## src/rtl/nibble_serial_add_ctrl.sv

```systemverilog
// WIDTH-bit add/subtract built by time-multiplexing one 4-bit ripple-carry slice,
// one nibble per clock (LSB first), with valid/ready handshakes on both sides.

module ripple_carry_4_bit (
    input  logic [3:0] i_a,
    input  logic [3:0] i_b,
    input  logic       i_c_in,
    output logic [3:0] o_s,
    output logic       o_c_out
);
    logic [4:0] w_carry;

    // NOTE: every variable written in always_comb gets a default first, so no latch is inferred.
    always_comb begin
        w_carry    = '0;
        o_s        = '0;
        w_carry[0] = i_c_in;
        for (int i = 0; i < 4; i++) begin
            o_s[i]       = i_a[i] ^ i_b[i] ^ w_carry[i];
            w_carry[i+1] = (i_a[i] & i_b[i]) | (w_carry[i] & (i_a[i] ^ i_b[i]));
        end
    end

    assign o_c_out = w_carry[4];
endmodule

module nibble_serial_add_ctrl #(
    parameter int WIDTH = 16
) (
    input  logic             clk,
    input  logic             rst_n,
    input  logic             in_valid,
    output logic             in_ready,
    input  logic [WIDTH-1:0] a,
    input  logic [WIDTH-1:0] b,
    input  logic             c_in,
    input  logic             op_sub,
    output logic             out_valid,
    input  logic             out_ready,
    output logic [WIDTH-1:0] sum,
    output logic             c_out,
    output logic             ovf
);
    localparam int NIBBLES = WIDTH / 4;
    localparam int IDX_W   = (NIBBLES > 1) ? $clog2(NIBBLES) : 1;
    localparam logic [IDX_W-1:0] LAST_IDX = IDX_W'(NIBBLES - 1);

    generate
        if ((WIDTH % 4) != 0 || WIDTH < 8) begin : g_bad_width
            $error("nibble_serial_add_ctrl: WIDTH must be a multiple of 4 and at least 8");
        end
    endgenerate

    typedef enum logic [1:0] {
        S_IDLE,
        S_RUN,
        S_DONE
    } state_t;

    state_t           r_state;
    state_t           w_next_state;
    logic [WIDTH-1:0] r_a;
    logic [WIDTH-1:0] r_b;
    logic             r_carry;
    logic [IDX_W-1:0] r_idx;
    logic [WIDTH-1:0] r_sum;
    logic             r_c_out;
    logic             r_ovf;

    logic [3:0] w_a_nib;
    logic [3:0] w_b_nib;
    logic [3:0] w_s_nib;
    logic       w_slice_carry;
    logic       w_accept;
    logic       w_last;

    assign w_a_nib  = r_a[4*r_idx +: 4];
    assign w_b_nib  = r_b[4*r_idx +: 4];
    assign w_accept = in_valid && (r_state == S_IDLE);
    assign w_last   = (r_idx == LAST_IDX);

    ripple_carry_4_bit u_slice (
        .i_a    (w_a_nib),
        .i_b    (w_b_nib),
        .i_c_in (r_carry),
        .o_s    (w_s_nib),
        .o_c_out(w_slice_carry)
    );

    // NOTE: sequential state uses non-blocking assignments so every register samples pre-edge values.
    always_ff @(posedge clk or negedge rst_n) begin
        if (!rst_n) r_state <= S_IDLE;
        else        r_state <= w_next_state;
    end

    always_comb begin
        w_next_state = r_state;
        case (r_state)
            S_IDLE:  if (w_accept)  w_next_state = S_RUN;
            S_RUN:   if (w_last)    w_next_state = S_DONE;
            S_DONE:  if (out_ready) w_next_state = S_IDLE;
            default:                w_next_state = S_IDLE;
        endcase
    end

    // NOTE: operand registers are reset too, so nothing in the datapath powers up unknown.
    always_ff @(posedge clk or negedge rst_n) begin
        if (!rst_n) begin
            r_a     <= '0;
            r_b     <= '0;
            r_carry <= 1'b0;
            r_idx   <= '0;
            r_sum   <= '0;
            r_c_out <= 1'b0;
            r_ovf   <= 1'b0;
        end else begin
            case (r_state)
                S_IDLE: begin
                    if (w_accept) begin
                        r_a     <= a;
                        // Subtract is a + ~b + 1; the +1 rides in as the first carry.
                        r_b     <= op_sub ? ~b : b;
                        r_carry <= op_sub ? 1'b1 : c_in;
                        r_idx   <= '0;
                        r_sum   <= '0;
                    end
                end
                S_RUN: begin
                    r_sum[4*r_idx +: 4] <= w_s_nib;
                    r_carry             <= w_slice_carry;
                    if (w_last) begin
                        r_c_out <= w_slice_carry;
                        r_ovf   <= (r_a[WIDTH-1] == r_b[WIDTH-1]) && (w_s_nib[3] != r_a[WIDTH-1]);
                        r_idx   <= '0;
                    end else begin
                        r_idx <= r_idx + 1'b1;
                    end
                end
                default: ;
            endcase
        end
    end

    assign in_ready  = (r_state == S_IDLE);
    assign out_valid = (r_state == S_DONE);
    assign sum       = r_sum;
    assign c_out     = r_c_out;
    assign ovf       = r_ovf;
endmodule

```

## config.mk

```make
export PLATFORM = sky130hd
export DESIGN_NAME = nibble_serial_add_ctrl
export DESIGN_NICKNAME = d
export VERILOG_FILES = /design/src/rtl/nibble_serial_add_ctrl.sv
export SDC_FILE = /design/constraint.sdc
export NUM_CORES = 1
export LEC_CHECK = 0
export CAP_MARGIN = 15
export CORE_ASPECT_RATIO = 1.2
export CORE_MARGIN = 2
export CORE_UTILIZATION = 54
export CTS_CLUSTER_DIAMETER = 100
export CTS_CLUSTER_SIZE = 14
export DETAILED_ROUTE_END_ITERATION = 10
export HOLD_SLACK_MARGIN = 0.08
export PLACE_DENSITY_LB_ADDON = 0.2
export SETUP_SLACK_MARGIN = 0.15
export SYNTH_ARGS = -nofsm -noshare
export SYNTH_HDL_FRONTEND = slang
export SYNTH_SLANG_ARGS = --single-unit
```

## constraint.sdc

```tcl
create_clock -name clk -period 7.5 [get_ports clk]
set_input_delay 1.125 -clock clk [delete_from_list [all_inputs] [get_ports clk]]
set_output_delay 1.125 -clock clk [all_outputs]
set_load 0.03 [all_outputs]
```

======== Word-level counts from Yosys, hierarchy flattened ========
Cells that the tools add are included.
cells by class
  add/sub/neg operators ................... 2
  multiply operators ...................... 0
  divide/modulo/power cells ............... 0
  order comparisons ....................... 0
  equality and inequality tests ........... 8
  shifts and indexed selects .............. 4
  muxes and demuxes ....................... 14
  bitwise gates (word level) .............. 21
  reductions and logical operators ........ 8
operator list
  operator                                                                  number
  4-bit negator with 34-bit output                                          1
  4-bit by 34-bit variable shift with 16-bit output (first input constant)  1
  4-bit by 34-bit variable part select with 16-bit output                   1
  16-bit 2-to-1 mux                                                         2
  16-bit case mux with 2 select lines                                       1
  16-bit by 5-bit variable part select with 4-bit output                    2
  16-bit bitwise mux                                                        1
  16-bit inverter                                                           1
  2-bit 2-to-1 mux                                                          5
  1-bit AND                                                                 8
  1-bit XOR                                                                 8
  2-bit case mux with 3 select lines                                        1
  2-bit AND reduction                                                       3
  2-bit == test (second input constant)                                     2
  2-bit by 1-bit inequality test with 1-bit output (second input constant)  2
  1-bit bitwise OR                                                          4
  2-bit case mux with 2 select lines                                        1
  3-bit AND reduction                                                       1
  2-bit by 1-bit adder with 2-bit output (second input constant)            1
  2-bit by 1-bit == test with 1-bit output (second input constant)          1
  1-bit logical AND                                                         2
  2-bit zero test                                                           1
  1-bit 2-to-1 mux                                                          2
  2-bit inequality test (second input constant)                             1
  4 further kinds                                                           4
storage, ports and cells
  register bits after elaboration ......... 55
  latch bits .............................. 0
  memory bits (writable) .................. 0
  memory bits (read-only) ................. 0
  bits of input ports ..................... 38
  memories ................................ 0

======== Logic depth before layout (Yosys ltp) ========
  depth after elaboration ................. 12
  depth in mapped cells ................... 14
  depth with buffers taken out ............ 12

======== Cells and area by module ========
Synthesis repeated with hierarchy kept, for this count alone.
second synthesis, totals
  cell total of the unflattened synthesis .. 214
  area total of the unflattened synthesis .. 2717.6 µm²
modules (own cells, without submodules)
  module                  instances  cells each  area each (µm²)  seq. area each (µm²)
  nibble_serial_add_ctrl  1          200         2600.0           1376.3
  ripple_carry_4_bit      1          14          117.6            0.0

======== Worst setup path before layout ========
No wires, ideal clock.
  kind .................................... reg2reg
  start ................................... register r_idx[0]
  end ..................................... register r_ovf, in the netlist ovf
  arrival ................................. 2.959 ns
  slack ................................... 4.413 ns
  cell stages (with the launch flop) ...... 15
  clock period less this slack ............ 3.087 ns
  cells stage by stage .................... dfrtp_1 > buf_2 > buf_4 > mux4_2 > inv_1 > fa_1 > inv_1 > fa_1 > inv_1 > fa_1 > inv_1 > fa_1 > and3b_1 > a21oi_1 > o21ai_0
between the ends
  longest elaborated chain between the ends .. 11
ends and longest elaborated chain
  element                                                                           RTL line  source
  start: declaration                                                                65        logic [IDX_W-1:0] r_idx;
  start signal: assignment                                                          136       r_idx <= r_idx + 1'b1;
  16-bit by 5-bit variable part select with 4-bit output, on equally long branches  77, 78
  1-bit XOR                                                                         20        w_carry[i+1] = (i_a[i] & i_b[i]) | (w_carry[i] & (i_a[i] ^ i_b[i]));
  1-bit AND                                                                         20
  1-bit bitwise OR                                                                  20
  1-bit AND                                                                         20
  1-bit bitwise OR                                                                  20
  1-bit AND                                                                         20
  1-bit bitwise OR                                                                  20
  1-bit XOR                                                                         19        o_s[i] = i_a[i] ^ i_b[i] ^ w_carry[i];
  1-bit inequality test                                                             133       r_ovf <= (r_a[WIDTH-1] == r_b[WIDTH-1]) && (w_s_nib[3] != r_a[WIDTH-1]);
  1-bit logical AND                                                                 133
  end signal: assignment                                                            133
  end: declaration                                                                  68        logic r_ovf;
Several ways; a longest one is shown, not always the timed one.
A chain may end at the register's enable or synchronous reset.

======== Worst setup path in the final report ========
Same ends and word-level chain as after synthesis.

==> metrics.md <==
| Metric | Value |
|---|---|
| Status | `complete, no violations` |
| Area added between synthesis and finish | `25.3%` |
| Final setup skew | `0.00685 ns` |
| Worst hold slack | `0.491 ns` |
| CP Class | `flip-flop to flip-flop` |
| Final Cycle Share | `0.475` |
| Netlist cell types | `32` |
| Chip height | `80.9 um` |
| Via density | `5.51` |
| GRT Max-Usage Layer | `met2` |
| Met2 Use GR | `0.369` |
| Top-area cell type share of the netlist area | `0.518` |
| Vias in the first global route | `1,854` |
| Met1 Use GR | `0.252` |
| Multi-input gate area | `1170 sq um` |
| HP Class | `flip-flop to flip-flop` |
| Worst-Skew Late Latency | `0.30 ns` |
| I/O pin count | `58` |
| Fmax | `0.281 GHz` |
| Inserted Clock Buffers | `5` |
| Synth top cells by count | `55 x dfrtp_1, 19 x nor2_1, 17 x a21oi_1` |
| Worst-Margin Slew | `0.850 ns` |
| Switching Power | `0.000633 W` |
| Sequential Power Share | `0.358` |
| Fillers | `361` |
| Die X | `68.1 um` |
| Met3 usage | `0.0416` |
| Slew Viols, Final | `0` |
| CP top delay family | `adder cells` |
| Max transition margin | `0.432` |
| Rows | `27` |
| Gate Count Post-Synth | `215` |
| Int Power | `0.000876 W` |
| Worst endpoint data arrival time | `3.74 ns` |
| Max cap viols | `0` |
| Synth top area cells | `dfrtp_1 52%, mux4_2 6.8%, mux2_1 5.5%, xnor2_1 5.3%, a21oi_1 3.2%` |
| Max stage delay on crit path | `0.80 ns` |
| Sw frac | `0.420` |
| Crit-path max FO | `16` |
| #FFs+latches synth | `55` |
| Mean Syn Cell Area | `12.4 sq um` |
| Most common cell in the netlist | `dfrtp_1` |
| Port Buffers | `57` |
| Final cell utilization of the core | `0.714` |
| Worst path slowest cell | `dfrtp_1` |
| Routed Antenna Nets | `0` |
| H-tree Lvls | `2` |
| Layout cells sized above 1 | `0.0892` |
| Drt first pass iters | `4` |
| Postcts setup bufs | `0` |
| Reg clk slew, reported paths | `0.09 ns` |
| Critical Path End Type | `flip-flop` |
| Placed Cells | `320` |
| RSZ-0062 raised after global routing | `no` |
| Total congestion overflow | `0` |
| Reg area | `1380 sq um` |
| Core area | `4660 sq um` |
| Cts repair resizes | `0` |
| Max VDD drop | `0.232 mV` |
| Comb power frac | `0.535` |
| Area leader, netlist | `dfrtp_1` |
| CTS tree | `done` |
| Final min period | `3.56 ns` |
| Post-synth net total | `261` |
| Clock share of power | `0.107` |
| Setup_tns | `0 ns` |
| DR vias | `1,803` |
| Mapped Area | `2660 sq um` |
| Detailed Route WL | `5030 um` |
| CTS Buffer Depth | `2` |
| Finish-stage setup viols | `0` |
| Worst path bufs/invs | `4` |
| Syn. warnings | `0` |
| Number of synthesized flops with an enable pin | `0` |
| Post-place setup slack | `3.94 ns` |
| Routed WL per cell | `15.4 um` |
| Cell area power density | `453 nW/um^2` |
| Pleak | `1.40 nW` |
| Largest net degree at the start of global routing | `56` |
| Finished Layout Cells | `327` |
| Detailed placement HPWL | `3760 um` |
| DRT iter0 DRCs | `129` |
| CTS root buffer | `clkbuf_8` |
| Initial antenna violation count | `0` |
| Starting Density | `0.570` |
| Critical-path cell list | `mux4_2 > inv_1 > fa_1 > inv_1 > fa_1 > inv_1 > fa_1 > inv_1 > fa_1 > and3b_1 > a21oi_1 > o21ai_0` |
| Hold Violations, Final | `0` |
| Synth async-reset ratio | `1.00` |
| Worst Slack Setup Final | `3.94 ns` |
| CP startpoint kind | `flip-flop` |
| Main flop type after synthesis | `dfrtp_1` |
| DIE AREA | `5500 sq um` |
| Final nets | `315` |
| Total track usage | `0.211` |
| Worst endpoint required time | `7.69 ns` |
| Hold Buf Count CTS | `0` |
| Final Wtd Congestion | `0.799` |
| Diode count | `0` |
| CTS sink count | `55` |
| First-pass GRT wire length | `8570 um` |
| Seq/Total Area, Yosys | `0.518` |
| Residual DRC | `0` |
-- power groups by stage --
stage	clock network [W]	logic (W)	registers, W
6_report	0.000161	0.000808	0.000541
5_1_grt	0.000175	0.000887	0.000563
4_1_cts	0.000165	0.000811	0.000543
3_5_place_dp	0	0.000802	0.000549
3_3_place_gp	0	0.000778	0.000544
2_1_floorplan	0	0.000537	0.000552
-- cell usage in the layout (no fill, tap or decap) --
cell type,count
nor2_1,19
ha_1,4
and4bb_2,1
or4_1,1
mux2_1,13
buf_2,1
o21bai_1,1
buf_4,2
dfrtp_1,55
o2bb2ai_1,8
fa_1,4
and2b_1,1
o311ai_0,1
or3_1,1
a21oi_1,17
inv_1,11
o31ai_1,2
nand2b_1,3
and3_1,3
and3b_1,1
a22o_1,8
o21ai_0,3
nor4_1,1
nand2_1,8
clkdlybuf4s50_1,56
mux4_2,8
a21o_1,4
mux2_2,4
nand3_1,3
nand3b_1,1
clkinv_2,1
nor3b_4,1
xnor2_1,16
clkbuf_8,6
-- through the flow --
step	area, sq um	total power [W]
after detailed placement	3240	0.00135
after global placement	3240	0.00132
final	3330	0.00151
after CTS	3330	0.00152
after floorplan	2660	0.00109
after global routing	3330	0.00163
-- routing by layer --
| metal | routed length [um] | up-vias |
|---|---|---|
| met5 | 0 | - |
| met4 | 129 | 0 |
| met3 | 198 | 10 |
| met2 | 2700 | 47 |
| met1 | 2000 | 885 |
| li1 | - | 861 |
-- area by class of cell --
type / instances / area share
multi-input combinational: 137 / 0.352
timing repair buffer: 59 / 0.174
clock buffer: 6 / 0.0248
clock inverter: 1 / 0.00150
tap: 58 / 0.0218
inverter: 11 / 0.0124
sequential: 55 / 0.413
-- cells by family after synthesis --
kind of cell | share of synthesized area
flops | 0.518
compound gates | 0.113
simple gates | 0.0861
mux | 0.140
buf+inv | 0.0414
xor+xnor | 0.0527
fa+ha+maj | 0.0489
-- worst paths after layout --
kind / depth (start not counted) / startpoint / endpoint / slack (ns)
setup reg to reg: 12 / r_idx[0] / ovf / 3.94
setup / recovery: 12 / r_idx[0] / ovf / 3.94
max in group asynchronous: 2 / rst_n / r_b[0] / 6.11
hold / removal: 1 / sum[2] / sum[2] / 0.49
hold reg to reg: 1 / sum[2] / sum[2] / 0.49
min in group asynchronous: 2 / rst_n / sum[5] / 0.94
-- registers in the layout, summed over array words and instances (netlist names) --
register  flops
c_out         1
ovf           1
r_a          16
r_b          16
r_carry       1
r_idx         2
r_state       2
sum          16
No activity file was read; power rests on OpenSTA's default activity.
